[src/rtl/slc3_stim_pkg.sv]
// Shared types and step-word layout helpers for the SLC-3 stimulus player.
// A step word is {op, btn, sw, arg}, with arg in the least significant bits.
// The decoder works on a fixed maximum-width view of the word. That lets one
// function serve any legal parameter set: each field is at most 32 bits, and
// the whole word is at most WORD_MAX bits.
package slc3_stim_pkg;

    typedef enum logic [1:0] {
        OP_END  = 2'b00,
        OP_HOLD = 2'b01,
        OP_WAIT = 2'b10,
        OP_RSVD = 2'b11
    } stim_op_t;

    typedef enum logic [1:0] {
        ST_IDLE,
        ST_HOLD,
        ST_WAIT,
        ST_DONE
    } stim_state_t;

    localparam int FIELD_MAX = 32;
    localparam int WORD_MAX  = 2 + 3 * FIELD_MAX;

    typedef struct packed {
        stim_op_t             op;
        logic [FIELD_MAX-1:0] btn;
        logic [FIELD_MAX-1:0] sw;
        logic [FIELD_MAX-1:0] arg;
    } stim_step_t;

    function automatic int sw_lsb(input int arg_w);
        return arg_w;
    endfunction

    function automatic int btn_lsb(input int arg_w, input int sw_w);
        return arg_w + sw_w;
    endfunction

    function automatic int op_lsb(input int num_btn, input int sw_w, input int arg_w);
        return arg_w + sw_w + num_btn;
    endfunction

    function automatic int step_word_w(input int num_btn, input int sw_w, input int arg_w);
        return 2 + num_btn + sw_w + arg_w;
    endfunction

    function automatic logic [FIELD_MAX-1:0] field_mask(input int w);
        logic [FIELD_MAX-1:0] m;
        if (w >= FIELD_MAX) m = '1;
        else                m = (32'd1 << w) - 32'd1;
        return m;
    endfunction

    // The reserved opcode decodes as END, so a stray 2'b11 simply stops playback.
    function automatic stim_step_t decode_step(input logic [WORD_MAX-1:0] word,
                                               input int num_btn,
                                               input int sw_w,
                                               input int arg_w);
        stim_step_t           s;
        logic [WORD_MAX-1:0]  w;
        s.arg = word[FIELD_MAX-1:0] & field_mask(arg_w);
        w     = word >> sw_lsb(arg_w);
        s.sw  = w[FIELD_MAX-1:0] & field_mask(sw_w);
        w     = word >> btn_lsb(arg_w, sw_w);
        s.btn = w[FIELD_MAX-1:0] & field_mask(num_btn);
        w     = word >> op_lsb(num_btn, sw_w, arg_w);
        case (w[1:0])
            2'b01:   s.op = OP_HOLD;
            2'b10:   s.op = OP_WAIT;
            default: s.op = OP_END;
        endcase
        return s;
    endfunction

endpackage

[src/rtl/slc3_stim_mem.sv]
// Step memory for the stimulus player.
// It has a write port whose enable is gated by the caller and an
// asynchronous read port. Reset clears every entry, so an unprogrammed
// memory reads as END.
import slc3_stim_pkg::*;

module slc3_stim_mem #(
    parameter int DEPTH  = 16,
    parameter int WORD_W = 30
) (
    input  logic                     clk,
    input  logic                     rst_n,
    input  logic                     we,
    input  logic [$clog2(DEPTH)-1:0] waddr,
    input  logic [WORD_W-1:0]        wdata,
    input  logic [$clog2(DEPTH)-1:0] raddr,
    output logic [WORD_W-1:0]        rdata
);

    logic [WORD_W-1:0] mem [DEPTH];

    // Register array: cleared on reset, written on the edge when we is high.
    always_ff @(posedge clk or negedge rst_n) begin
        if (!rst_n) begin
            for (int i = 0; i < DEPTH; i++) mem[i] <= '0;
        end else if (we) begin
            mem[waddr] <= wdata;
        end
    end

    assign rdata = mem[raddr];

endmodule

[src/rtl/slc3_stim_player.sv]
// Button/switch sequencer for the SLC-3 top level. It plays a list of steps
// that drive the active-low buttons and the switch bank. Each step either
// lasts a fixed number of cycles or waits until a watched CPU value matches.
//
// state | meaning
// IDLE  | stopped after reset or Abort; buttons released
// HOLD  | driving the current step for a fixed cycle count
// WAIT  | driving the current step until Watch == arg or timeout
// DONE  | run finished (END, implicit END or timeout); buttons released
import slc3_stim_pkg::*;

module slc3_stim_player #(
    parameter int NUM_BTN = 2,
    parameter int SW_W    = 10,
    parameter int DEPTH   = 16,
    parameter int ARG_W   = 16,
    parameter int TMO     = 1024
) (
    input  logic                            Clk,
    input  logic                            Reset,
    input  logic                            Start,
    input  logic                            Abort,
    input  logic                            Wr_En,
    input  logic [$clog2(DEPTH)-1:0]        Wr_Addr,
    input  logic [2+NUM_BTN+SW_W+ARG_W-1:0] Wr_Data,
    input  logic [ARG_W-1:0]                Watch,
    output logic [NUM_BTN-1:0]              Btn_n,
    output logic [SW_W-1:0]                 SW,
    output logic                            Busy,
    output logic                            Done,
    output logic                            Timeout,
    output logic [$clog2(DEPTH)-1:0]        Step_Idx
);

    localparam int AW     = $clog2(DEPTH);
    localparam int WORD_W = step_word_w(NUM_BTN, SW_W, ARG_W);
    localparam int TMO_W  = $clog2(TMO + 1);
    localparam logic [TMO_W-1:0] TMO_LOAD = TMO_W'(TMO - 1);
    localparam logic [AW-1:0]    LAST_IDX = AW'(DEPTH - 1);

    stim_state_t        state;
    logic [ARG_W-1:0]   hold_cnt;
    logic [ARG_W-1:0]   cur_arg;
    logic [TMO_W-1:0]   tmo_cnt;

    logic               wr_ok;
    logic [AW-1:0]      rd_addr;
    logic [WORD_W-1:0]  rd_word;
    stim_step_t         nd;
    logic [NUM_BTN-1:0] nd_btn;
    logic [SW_W-1:0]    nd_sw;
    logic [ARG_W-1:0]   nd_arg;
    logic               go_start;
    logic               advance;
    logic               ends_run;
    logic               unused_dec;

    // Programming is allowed only while no step is executing.
    assign wr_ok = Wr_En && (state == ST_IDLE || state == ST_DONE);

    slc3_stim_mem #(
        .DEPTH  (DEPTH),
        .WORD_W (WORD_W)
    ) u_mem (
        .clk   (Clk),
        .rst_n (Reset),
        .we    (wr_ok),
        .waddr (Wr_Addr),
        .wdata (Wr_Data),
        .raddr (rd_addr),
        .rdata (rd_word)
    );

    // Look ahead to the step that would be entered at the next edge.
    always_comb begin
        go_start = Start && (state == ST_IDLE || state == ST_DONE);
        advance  = (state == ST_HOLD && hold_cnt == '0) ||
                   (state == ST_WAIT && Watch == cur_arg);
        rd_addr  = go_start ? '0 : Step_Idx + AW'(1);
        nd       = decode_step(WORD_MAX'(rd_word), NUM_BTN, SW_W, ARG_W);
        nd_btn   = nd.btn[NUM_BTN-1:0];
        nd_sw    = nd.sw[SW_W-1:0];
        nd_arg   = nd.arg[ARG_W-1:0];
        // Advancing past the last entry is an implicit END; there is no wrap.
        ends_run = (nd.op == OP_END) || (!go_start && Step_Idx == LAST_IDX);
    end

    assign unused_dec = ^{nd.btn, nd.sw, nd.arg};

    // Sequencer FSM with registered outputs, hold counter and timeout counter.
    always_ff @(posedge Clk or negedge Reset) begin
        if (!Reset) begin
            state    <= ST_IDLE;
            Btn_n    <= '1;
            SW       <= '0;
            Busy     <= 1'b0;
            Done     <= 1'b0;
            Timeout  <= 1'b0;
            Step_Idx <= '0;
            hold_cnt <= '0;
            cur_arg  <= '0;
            tmo_cnt  <= '0;
        end else if (Abort) begin
            state    <= ST_IDLE;
            Btn_n    <= '1;
            Busy     <= 1'b0;
            Done     <= 1'b0;
            Step_Idx <= '0;
        end else if (go_start || advance) begin
            if (go_start) Timeout <= 1'b0;
            if (ends_run) begin
                state <= ST_DONE;
                Btn_n <= '1;
                Busy  <= 1'b0;
                Done  <= 1'b1;
                if (go_start || Step_Idx != LAST_IDX) Step_Idx <= rd_addr;
            end else begin
                state    <= (nd.op == OP_HOLD) ? ST_HOLD : ST_WAIT;
                Btn_n    <= ~nd_btn;
                SW       <= nd_sw;
                Busy     <= 1'b1;
                Done     <= 1'b0;
                Step_Idx <= rd_addr;
                cur_arg  <= nd_arg;
                // A hold of 0 cycles is treated as 1 cycle.
                hold_cnt <= (nd_arg == '0) ? '0 : nd_arg - ARG_W'(1);
                tmo_cnt  <= TMO_LOAD;
            end
        end else if (state == ST_WAIT) begin
            if (tmo_cnt == '0) begin
                state   <= ST_DONE;
                Btn_n   <= '1;
                Busy    <= 1'b0;
                Done    <= 1'b1;
                Timeout <= 1'b1;
            end else begin
                tmo_cnt <= tmo_cnt - TMO_W'(1);
            end
        end else if (state == ST_HOLD) begin
            hold_cnt <= hold_cnt - ARG_W'(1);
        end
    end

endmodule
[config.mk]
export PLATFORM = sky130hd
export DESIGN_NAME = slc3_stim_player
export DESIGN_NICKNAME = d
export VERILOG_FILES = /design/src/rtl/slc3_stim_pkg.sv /design/src/rtl/slc3_stim_mem.sv /design/src/rtl/slc3_stim_player.sv
export SDC_FILE = /design/constraint.sdc
export NUM_CORES = 1
export LEC_CHECK = 0
export ABC_AREA = 1
export BUFFER_PORTS_ARGS = -buffer_cell sky130_fd_sc_hd__buf_2
export CORE_ASPECT_RATIO = 1.1
export CORE_MARGIN = 2
export CORE_UTILIZATION = 55
export CTS_CLUSTER_SIZE = 12
export DETAILED_ROUTE_END_ITERATION = 6
export PLACE_DENSITY_LB_ADDON = 0.25
export REMOVE_ABC_BUFFERS = 1
export SYNTH_ARGS = -nofsm -noshare
export SYNTH_HDL_FRONTEND = slang
export SYNTH_SLANG_ARGS = --single-unit
[constraint.sdc]
create_clock -name Clk -period 3.5 [get_ports Clk]
set_clock_uncertainty 0.2 [all_clocks]
set_input_delay 0.35 -clock Clk [delete_from_list [all_inputs] [get_ports Clk]]
set_output_delay 0.35 -clock Clk [all_outputs]
set_load 0.02 [all_outputs]
==> results.ini, run 1 <==
[min_path]
min_from = Wr_Data[27]
min-delay-path-class = in -> reg

[final_layout]
final_cell_mix = 741 x nand2_1, 620 x o21ai_0, 542 x dfrtp_1, 315 x nor2_1, 231 x nand3_1
fillCellCount = 3950
multiInputGateArea_mm2 = 0.01077
area_growth_pct = 12.61
drive_gt1_frac = 0.1040
fin_nets = 3289
stdcell_area_mm2 = 0.02942
diodes = 0
final-seq-area_mm2 = 0.01362
layout_commonest_cell = nand2_1

[run]
drv_cap = 0

[global_routing]
overflow = 0
grt_pass1_wl_um = 119100
grt_antenna_before_repair = 0
grt_max_degree = 120
grt_pass1_vias = 21730
track_usage = 0.3083

[drt]
wl_per_cell_um = 19.23
via_per_inst = 5.826
routed_wl_um = 75080
postRouteAntennaNets = 0
drtIter0Drc = 2668
dr.pass1.iters = 7
drcViolationCount = 1
vias = 22750

[setup_path]
crit_type = reg -> reg
path_delay_family = compound AO/OA/AOI/OAI gates
cpPeakStageDelay_ps = 370
cp_cell_sequence = inv_1 -> ha_4 -> nand2_8 -> nand2_8 -> clkinvlp_4 -> o311ai_2 -> o211ai_1 -> nand2_1 -> inv_1 -> ha_1 -> a21oi_4 -> buf_4 -> o21ai_4 -> buf_12 -> nor3_1 -> a21oi_1
critPathMaxFanout = 15
cp-start-kind = register
crit_start = state[0]$_DFFE_PN0P_
worstPathRequired_ps = 3790
critPathBufInv = 5
end_kind = register
cpMaxStageDelayCell = dfrtp_1
cp_data_arrival_time_ps = 3720
r2r_start = state[0]$_DFFE_PN0P_

[sta]
max_slew_margin = 0.4457
finalWorstSetupSlack_ps = 75.20
drv_slew = 0
fmax_mhz = 292.0
fin_tns_setup_ps = 0
tightest_slew_ps = 830.4
finalSetupViolCount = 0
period_needed_ps = 3425
hold_violations = 0
whs_ps = 20.64
timing.final.crit_share = 0.9785

[pwr]
power_frac_seq = 0.379
irDropWorstVdd_uv = 544.1
p_int_uw = 17370
powerDensity_mw_per_mm2 = 987.8
pwr-share-comb = 0.418
switching_share = 0.4023
leakage_uw = 0.01407
p_sw_uw = 11690
clkPwrFrac = 0.203

[place]
place_hpwl_um = 43760
numPortBuffers = 73
dp_slack_ps = -51.71
gp_congestion = 0.9119
place_area_mm2 = 0.02731

[synthesis]
ys_ff_latch = 544
synth-edff-count = 0
synthArstFlopShare = 1.000
synth_area_per_cell_um2 = 8.123
synth_area_mm2 = 0.02612
ys_dominant_reg_cell = dfrtp_1
syn_inst = 3216
synthTopCellsByArea = dfrtp_1 52%, o21ai_0 12%, nand2_1 11%, nor2_1 4.5%, nand3_1 4.5%
yosysSeqAreaShare = 0.5212
synth_top_area_share = 0.5192
yosysTopAreaCell = dfrtp_1
ys_warn_count = 0
synth.distinct_cells = 48

[floorplanning]
row_count = 83
ios = 74
die_y_um = 232.6
die_area_mm2 = 0.04926
fp.coreArea_mm2 = 0.04684
die_x_um = 211.8
initial_core_util = 0.5577

[outcome]
violations = design-rule violations
status = finished with violations

[clocking]
cts_sinks = 544
cts_buffers = 57
h-tree-depth = 2
clk_path_buf_depth = 3
cts.reportedPaths.clkPinSlew_ps = 60
cts_tree = done
ctsRootBufferMaster = clkbuf_16
clock_latency_ps = 620

==> routing by layer <==
metal	track usage	share of wire	routed length [µm]
met1	0.4247	0.43	32200
met2	0.5068	0.47	35510
met3	0.03793	0.071	5319
met4	0.1074	0.027	2045
met5	0	0	0
==> Yosys cell counts, types with 2 or more instances <==
cell type,n
a21oi_1,33
a21oi_2,2
a21oi_4,2
a31oi_1,2
a32o_1,2
a32oi_1,4
buf_1,3
buf_2,43
buf_4,17
buf_6,17
clkbuf_1,163
clkinv_1,2
dfrtp_1,542
dfstp_2,2
ha_1,7
inv_1,182
inv_2,10
nand2_1,753
nand2_2,7
nand2_4,3
nand3_1,235
nand3_2,3
nand3b_1,65
nand4_1,12
nor2_1,315
nor2_2,6
nor2_4,2
nor2_8,3
nor3_1,23
o2111ai_1,2
o211ai_1,8
o21a_1,10
o21ai_0,622
o21ai_1,25
o21bai_1,2
o221ai_1,37
o22ai_1,4
o311ai_0,5
o31ai_1,2
o32ai_1,3
or2_2,4
xnor2_1,7
xor2_1,20
==> worst min-delay path: stages <==
cell and delay (ps):
buf_2 70, inv_1 170, o21ai_0 200
==> path summary, 6_finish.rpt <==
check | endpoint | cells past startpoint | slack (ps)
worst max-delay path | hold_cnt[9]$_DFFE_PN0P_ | 16 | 80
worst min-delay path | u_mem.mem[237]$_DFFE_PN0P_ | 3 | 20
worst max register to register | hold_cnt[9]$_DFFE_PN0P_ | 16 | 80
worst min register to register | u_mem.mem[182]$_DFFE_PN0P_ | 2 | 280
max in group asynchronous | u_mem.mem[227]$_DFFE_PN0P_ | 4 | 1930
min in group asynchronous | u_mem.mem[69]$_DFFE_PN0P_ | 2 | 110
==> what timing repair did <==
| item | in CTS | in global routing |
|---|---|---|
| pin swaps | 1 | 3 |
| gates resized for setup | 2 | 27 |
| endpoints found under the hold margin | 154 | 0 |
| setup endpoints to repair | 5 | 59 |
| buffers inserted | 3 | 7 |
| hold buffers | 7 | 0 |
| cloned | 0 | 3 |
==> power groups by stage <==
| stage | clock network [µW] | registers (µW) | logic, µW |
|---|---|---|---|
| 4_1_cts | 5950 | 11000 | 11800 |
| 6_report | 5890 | 11000 | 12100 |
| 2_1_floorplan | 0 | 10700 | 7930 |
| 3_3_place_gp | 0 | 10900 | 11300 |
| 5_1_grt | 6200 | 11400 | 13700 |
| 3_5_place_dp | 0 | 11000 | 11700 |
==> sequential cells by signal, summed over array words and instances (netlist names) <==
name       cells
Busy           1
Step_Idx       4
hold_cnt      16
SW            10
u_mem.mem    480
Timeout        1
Btn_n          2
cur_arg       16
state          2
tmo_cnt       11
Done           1
==> layout make-up <==
cell class                 instances  share of cell area
sequential                       544              0.4628
multi-input combinational       2236              0.3661
clock buffer                      89             0.05768
timing repair buffer             193             0.05733
tap                              637             0.02709
inverter                         194             0.02531
clock inverter                    11            0.003403
timing repair inverter             1           0.0002552
==> metrics by stage <==
stage / total power (µW) / util / instances
floorplan: 18610 / - / 2973
finish: 29060 / 0.6281 / 3905
CTS: 28730 / 0.6239 / 3895
detailed placement: 22700 / 0.5832 / 3785
global route: 31220 / 0.6281 / 3905
global placement: 22210 / 0.5832 / 3785
==> logic make-up (layout without fill, tap and decap cells) <==
kind of cell    Yosys count  in the layout  share of synthesized area
buf+inv                 437            488                    0.07218
fa+ha+maj                 7              7                   0.003353
compound gates          767            767                     0.1587
xor+xnor                 27             27                   0.009053
simple gates           1434           1435                     0.2355
flops                   544            544                     0.5212
(Power assumes the default switching activity.)
==> run 2, diff against run 1 <==
Settings changed: CORE_UTILIZATION 55 to 57.
==> results.ini, run 2 (synthesis gave the netlist of run 1 again) <==
[setup_path]
critPathMaxFanout = 8
r2r_start = Step_Idx[1]$_DFFE_PN0P_
worst-r2r-setup-slack_ps = 130
cp_cell_sequence = ha_1 -> nand2_8 -> clkinvlp_4 -> o311ai_1 -> nand3_1 -> nand2_1 -> inv_1 -> ha_4 -> a21oi_4 -> buf_4 -> o21ai_4 -> buf_6 -> nor3_1 -> a21oi_1
worstPathRequired_ps = 3840
cpPeakStageDelay_ps = 420
cp_data_arrival_time_ps = 3700
ff2ff_path_depth = 14
crit_type = reg -> reg
cp-start-kind = register
cpMaxStageDelayCell = dfrtp_1
timing.rr.end = hold_cnt[9]$_DFFE_PN0P_
end_kind = register

[min_path]
min_from = Wr_Data[25]
whs_path_depth = 3
min-delay-path-class = in -> reg
hold_end = u_mem.mem[55]$_DFFE_PN0P_

[sta]
max_slew_margin = 0.3858
fmax_mhz = 297.1
hold_violations = 0
timing.final.crit_share = 0.9616
period_needed_ps = 3365
tightest_slew_ps = 918.1
drv_slew = 0
finalSetupViolCount = 0
finalWorstSetupSlack_ps = 134.5

[global_routing]
grt_pass1_wl_um = 119900
overflow = 0
grt_max_degree = 131
track_usage = 0.3151
grt_antenna_before_repair = 0
grt_pass1_vias = 21990

[final_layout]
drive_gt1_frac = 0.1003
diodes = 0
multiInputGateArea_mm2 = 0.01078
reg.largest.list = u_mem.mem x480, cur_arg x16, hold_cnt x16
layout_commonest_cell = nand2_1
final-seq-area_mm2 = 0.01362
fin_nets = 3285
stdcell_area_mm2 = 0.02919
regMostFlops = u_mem.mem
fin_cells = 3847
postLayoutCoreUtil = 0.6422
final_cell_mix = 741 x nand2_1, 617 x o21ai_0, 542 x dfrtp_1, 315 x nor2_1, 231 x nand3_1
largest_reg_flops = 480
fillCellCount = 3746
area_growth_pct = 11.73

[pwr]
p_sw_uw = 11640
pwr-share-comb = 0.421
clkPwrFrac = 0.196
power_frac_seq = 0.382
switching_share = 0.4027
powerDensity_mw_per_mm2 = 989.9
leakage_uw = 0.01396
irDropWorstVdd_uv = 502.7
power.total_uw = 28890
p_int_uw = 17260

[drt]
postRouteAntennaNets = 0
drcViolationCount = 0
routed_wl_um = 74640
dr.pass1.iters = 6
via_per_inst = 5.946
wl_per_cell_um = 19.40
drtIter0Drc = 2674
vias = 22880

[floorplanning]
ios = 74
die_x_um = 208.1
die_area_mm2 = 0.04756
fp.coreArea_mm2 = 0.04545
initial_core_util = 0.5747
row_count = 82
die_y_um = 228.5

[outcome]
status = complete, no violations

[place]
place_hpwl_um = 41470
dp_cells = 3728
place_area_mm2 = 0.02708
dp_slack_ps = -60.77
gp_congestion = 0.8610
numPortBuffers = 73

[clocking]
cts_sinks = 544
cts.reportedPaths.clkPinSlew_ps = 60
clock_latency_ps = 630
clk_path_buf_depth = 3
ctsRootBufferMaster = clkbuf_16
cts_tree = done
h-tree-depth = 2
cts_buffers = 55

[run]
drv_cap = 0

run 2: per-layer routing:
metal / vias up / global-route usage / wire [µm]
li1: 10600 / - / -
met1: 10980 / 0.4395 / 30960
met2: 1093 / 0.5052 / 34430
met3: 200 / 0.04397 / 6544
met4: 0 / 0.1205 / 2705
met5: - / 0 / 0
run 2: worst max path at each step:
stage / from / to / cells past startpoint
floorplan: Step_Idx[0]$_DFFE_PN0P_ / cur_arg[12]$_DFFE_PN0P_ / 15
global placement: state[0]$_DFFE_PN0P_ / hold_cnt[10]$_DFFE_PN0P_ / 18
detailed placement: state[0]$_DFFE_PN0P_ / hold_cnt[9]$_DFFE_PN0P_ / 17
CTS: state[0]$_DFFE_PN0P_ / cur_arg[4]$_DFFE_PN0P_ / 18
global route: state[0]$_DFFE_PN0P_ / hold_cnt[3]$_DFFE_PN0P_ / 16
finish: Step_Idx[1]$_DFFE_PN0P_ / hold_cnt[9]$_DFFE_PN0P_ / 14
run 2: through the flow:
step / hold WS (ps) / setup TNS, ps
after floorplan: -145.6 / -172890
after global placement: 248.0 / 0
after detailed placement: 249.9 / -713.8
after CTS: 4.480 / 0
after global routing: 51.92 / -167.3
final: 20.27 / 0
run 2: power groups by stage:
| stage | clock network, µW | registers [µW] | logic [µW] |
|---|---|---|---|
| 2_1_floorplan | 0 | 10700 | 7930 |
| 3_3_place_gp | 0 | 10900 | 11200 |
| 3_5_place_dp | 0 | 11000 | 11500 |
| 4_1_cts | 5750 | 11000 | 11700 |
| 5_1_grt | 5990 | 11400 | 13800 |
| 6_report | 5680 | 11100 | 12200 |
run 2: layout make-up:
cell class,instances,area share
Sequential cell,544,0.4665
Timing Repair Buffer,189,0.05461
Tap cell,588,0.02521
Inverter,194,0.02551
Clock buffer,83,0.05453
Clock inverter,10,0.003944
Timing Repair inverter,1,0.0002572
Multi-Input combinational cell,2238,0.3694
run 2: worst max-delay path: cells and delay by family (launching register included):
kind	cells	cell delay [ps]
AOI/OAI and AO/OA	4	930
adders and majority gates	2	690
buffers and inverters	4	610
DFF	1	420
and+or+nand+nor	4	410
run 2: what timing repair did:
item,in CTS,in global routing
setup buffers,2,7
gates resized for setup,3,30
hold buffers,9,0
endpoints found under the setup margin,17,57
endpoints found under the hold margin,141,0
gates cloned,0,8
pin swaps,2,9
==> run 3, diff against run 2 <==
Settings changed: CORE_UTILIZATION 57 to 60.
Clock period 3.5 ns to 3.1 ns, I/O delays scaled along.
==> results.ini, run 3 (synthesis gave the netlist of run 1 again) <==
[clocking]
clk_path_buf_depth = 3
clock_latency_ps = 610
cts_buffers = 55
ctsRootBufferMaster = clkbuf_16
cts_sinks = 544
h-tree-depth = 2
cts_tree = done
cts.reportedPaths.clkPinSlew_ps = 60

[global_routing]
grt_pass1_vias = 22570
grt_max_degree = 87
grt_antenna_before_repair = 0
grt_pass1_wl_um = 121700
track_usage = 0.3409
overflow = 0

[setup_path]
r2r_start = state[0]$_DFFE_PN0P_
cp-start-kind = register
cp_data_arrival_time_ps = 3620
critPathMaxFanout = 19
path_delay_family = compound AO/OA/AOI/OAI gates
cp_cell_sequence = inv_2 -> ha_4 -> nand2_8 -> nand2_8 -> clkinvlp_4 -> buf_6 -> o311ai_2 -> o211ai_1 -> nand2_1 -> ha_4 -> a21oi_4 -> nand2_4 -> nor2_8 -> buf_12 -> nand3_1 -> o21a_1
end_kind = register
cpPeakStageDelay_ps = 370
worstPathRequired_ps = 3400
timing.rr.end = SW[0]$_DFFE_PN0P_
cpMaxStageDelayCell = dfrtp_1
critPathBufInv = 4
worst-r2r-setup-slack_ps = -220
crit_type = reg -> reg
ff2ff_path_depth = 16

[min_path]
min-delay-path-class = in -> reg
whs_path_depth = 3
hold_end = u_mem.mem[175]$_DFFE_PN0P_
min_from = Wr_Data[25]

[run]
drv_cap = 0

[place]
numPortBuffers = 73
place_area_mm2 = 0.02763
place_hpwl_um = 43590
gp_congestion = 0.9188
dp_cells = 3761
dp_slack_ps = -378.8

[sta]
period_needed_ps = 3320
timing.final.crit_share = 1.071
rsz0062_at_grt = yes
finalSetupViolCount = 60
tightest_slew_ps = 856.8
hold_violations = 0
fmax_mhz = 301.2
finalWorstSetupSlack_ps = -220.1
drv_slew = 0
max_slew_margin = 0.4288

[final_layout]
diodes = 0
final_cell_mix = 738 x nand2_1, 610 x o21ai_0, 542 x dfrtp_1, 311 x nor2_1, 225 x nand3_1
fillCellCount = 3310
fin_cells = 3904
regMostFlops = u_mem.mem
fin_nets = 3353
largest_reg_flops = 480
multiInputGateArea_mm2 = 0.01086
reg.largest.list = u_mem.mem x480, cur_arg x16, hold_cnt x16
layout_commonest_cell = nand2_1
drive_gt1_frac = 0.1228
final-seq-area_mm2 = 0.01362
area_growth_pct = 15.76
stdcell_area_mm2 = 0.03024

[drt]
via_per_inst = 6.022
postRouteAntennaNets = 0
drcViolationCount = 0
routed_wl_um = 77340
drtIter0Drc = 2454
dr.pass1.iters = 6
wl_per_cell_um = 19.81
vias = 23510

[floorplanning]
die_x_um = 202.9
initial_core_util = 0.6055
row_count = 80
ios = 74
fp.coreArea_mm2 = 0.04314
die_area_mm2 = 0.04522
die_y_um = 222.8

[outcome]
status = finished with violations
violations = negative setup slack

[pwr]
leakage_uw = 0.01451
power.total_uw = 34060
irDropWorstVdd_uv = 654.5
powerDensity_mw_per_mm2 = 1126

==> run 3: metrics by stage <==
| stage | setup TNS (ps) | hold WS (ps) | utilization |
|---|---|---|---|
| floorplan | -198090 | -185.6 | - |
| finish | -8065 | 2.897 | 0.7009 |
| CTS | -584.4 | 0.7913 | 0.6945 |
| global route | -15160 | 48.78 | 0.7009 |
| detailed placement | -17760 | 171.9 | 0.6404 |
| global placement | -6607 | 185.7 | 0.6404 |
==> run 3: worst max path at each step <==
stage	from	to	slack (ps)	cells after the start
floorplan	Step_Idx[0]$_DFFE_PN0P_	cur_arg[12]$_DFFE_PN0P_	-3340	15
global placement	state[0]$_DFFE_PN0P_	hold_cnt[4]$_DFFE_PN0P_	-190	17
detailed placement	state[0]$_DFFE_PN0P_	hold_cnt[2]$_DFFE_PN0P_	-380	17
CTS	state[1]$_DFFE_PN0P_	SW[0]$_DFFE_PN0P_	-40	15
global route	state[0]$_DFFE_PN0P_	hold_cnt[11]$_DFFE_PN0P_	-340	17
finish	state[0]$_DFFE_PN0P_	SW[0]$_DFFE_PN0P_	-220	16
==> run 3: metal layers <==
metal,global-route usage,routed length (µm),vias up
met3,0.05969,6554,250
met1,0.4653,31450,11350
met5,0,0,-
met4,0.1436,3307,0
li1,-,-,10720
met2,0.5419,36030,1190
==> run 3: timing repair <==
| action | 4_1_cts | 5_1_grt |
|---|---|---|
| pin swaps | 8 | 12 |
| endpoints found under the hold margin | 236 | 0 |
| setup endpoints to repair | 63 | 61 |
| hold buffers | 20 | 0 |
| gates cloned | 4 | 5 |
| resized for setup | 39 | 46 |
| setup buffers | 12 | 6 |
==> run 3: worst min-delay path: cells and delay by family <==
family,cells,cell delay [ps]
buf+inv,2,240
compound gates,1,210
==> run 3: cell type report <==
class | instances | share of cell area
Multi-Input combinational cell | 2235 | 0.3592
Clock buffer | 90 | 0.05458
Inverter | 194 | 0.02478
Sequential cell | 544 | 0.4503
Tap cell | 574 | 0.02375
Timing Repair Buffer | 261 | 0.08478
Clock inverter | 6 | 0.002648
==> run 3: where the power goes <==
group | leakage, µW | internal (µW) | switching (µW)
Clock | 0.000845 | 3760 | 2750
Sequential | 0.00693 | 10500 | 2010
Combinational | 0.00674 | 6220 | 8810
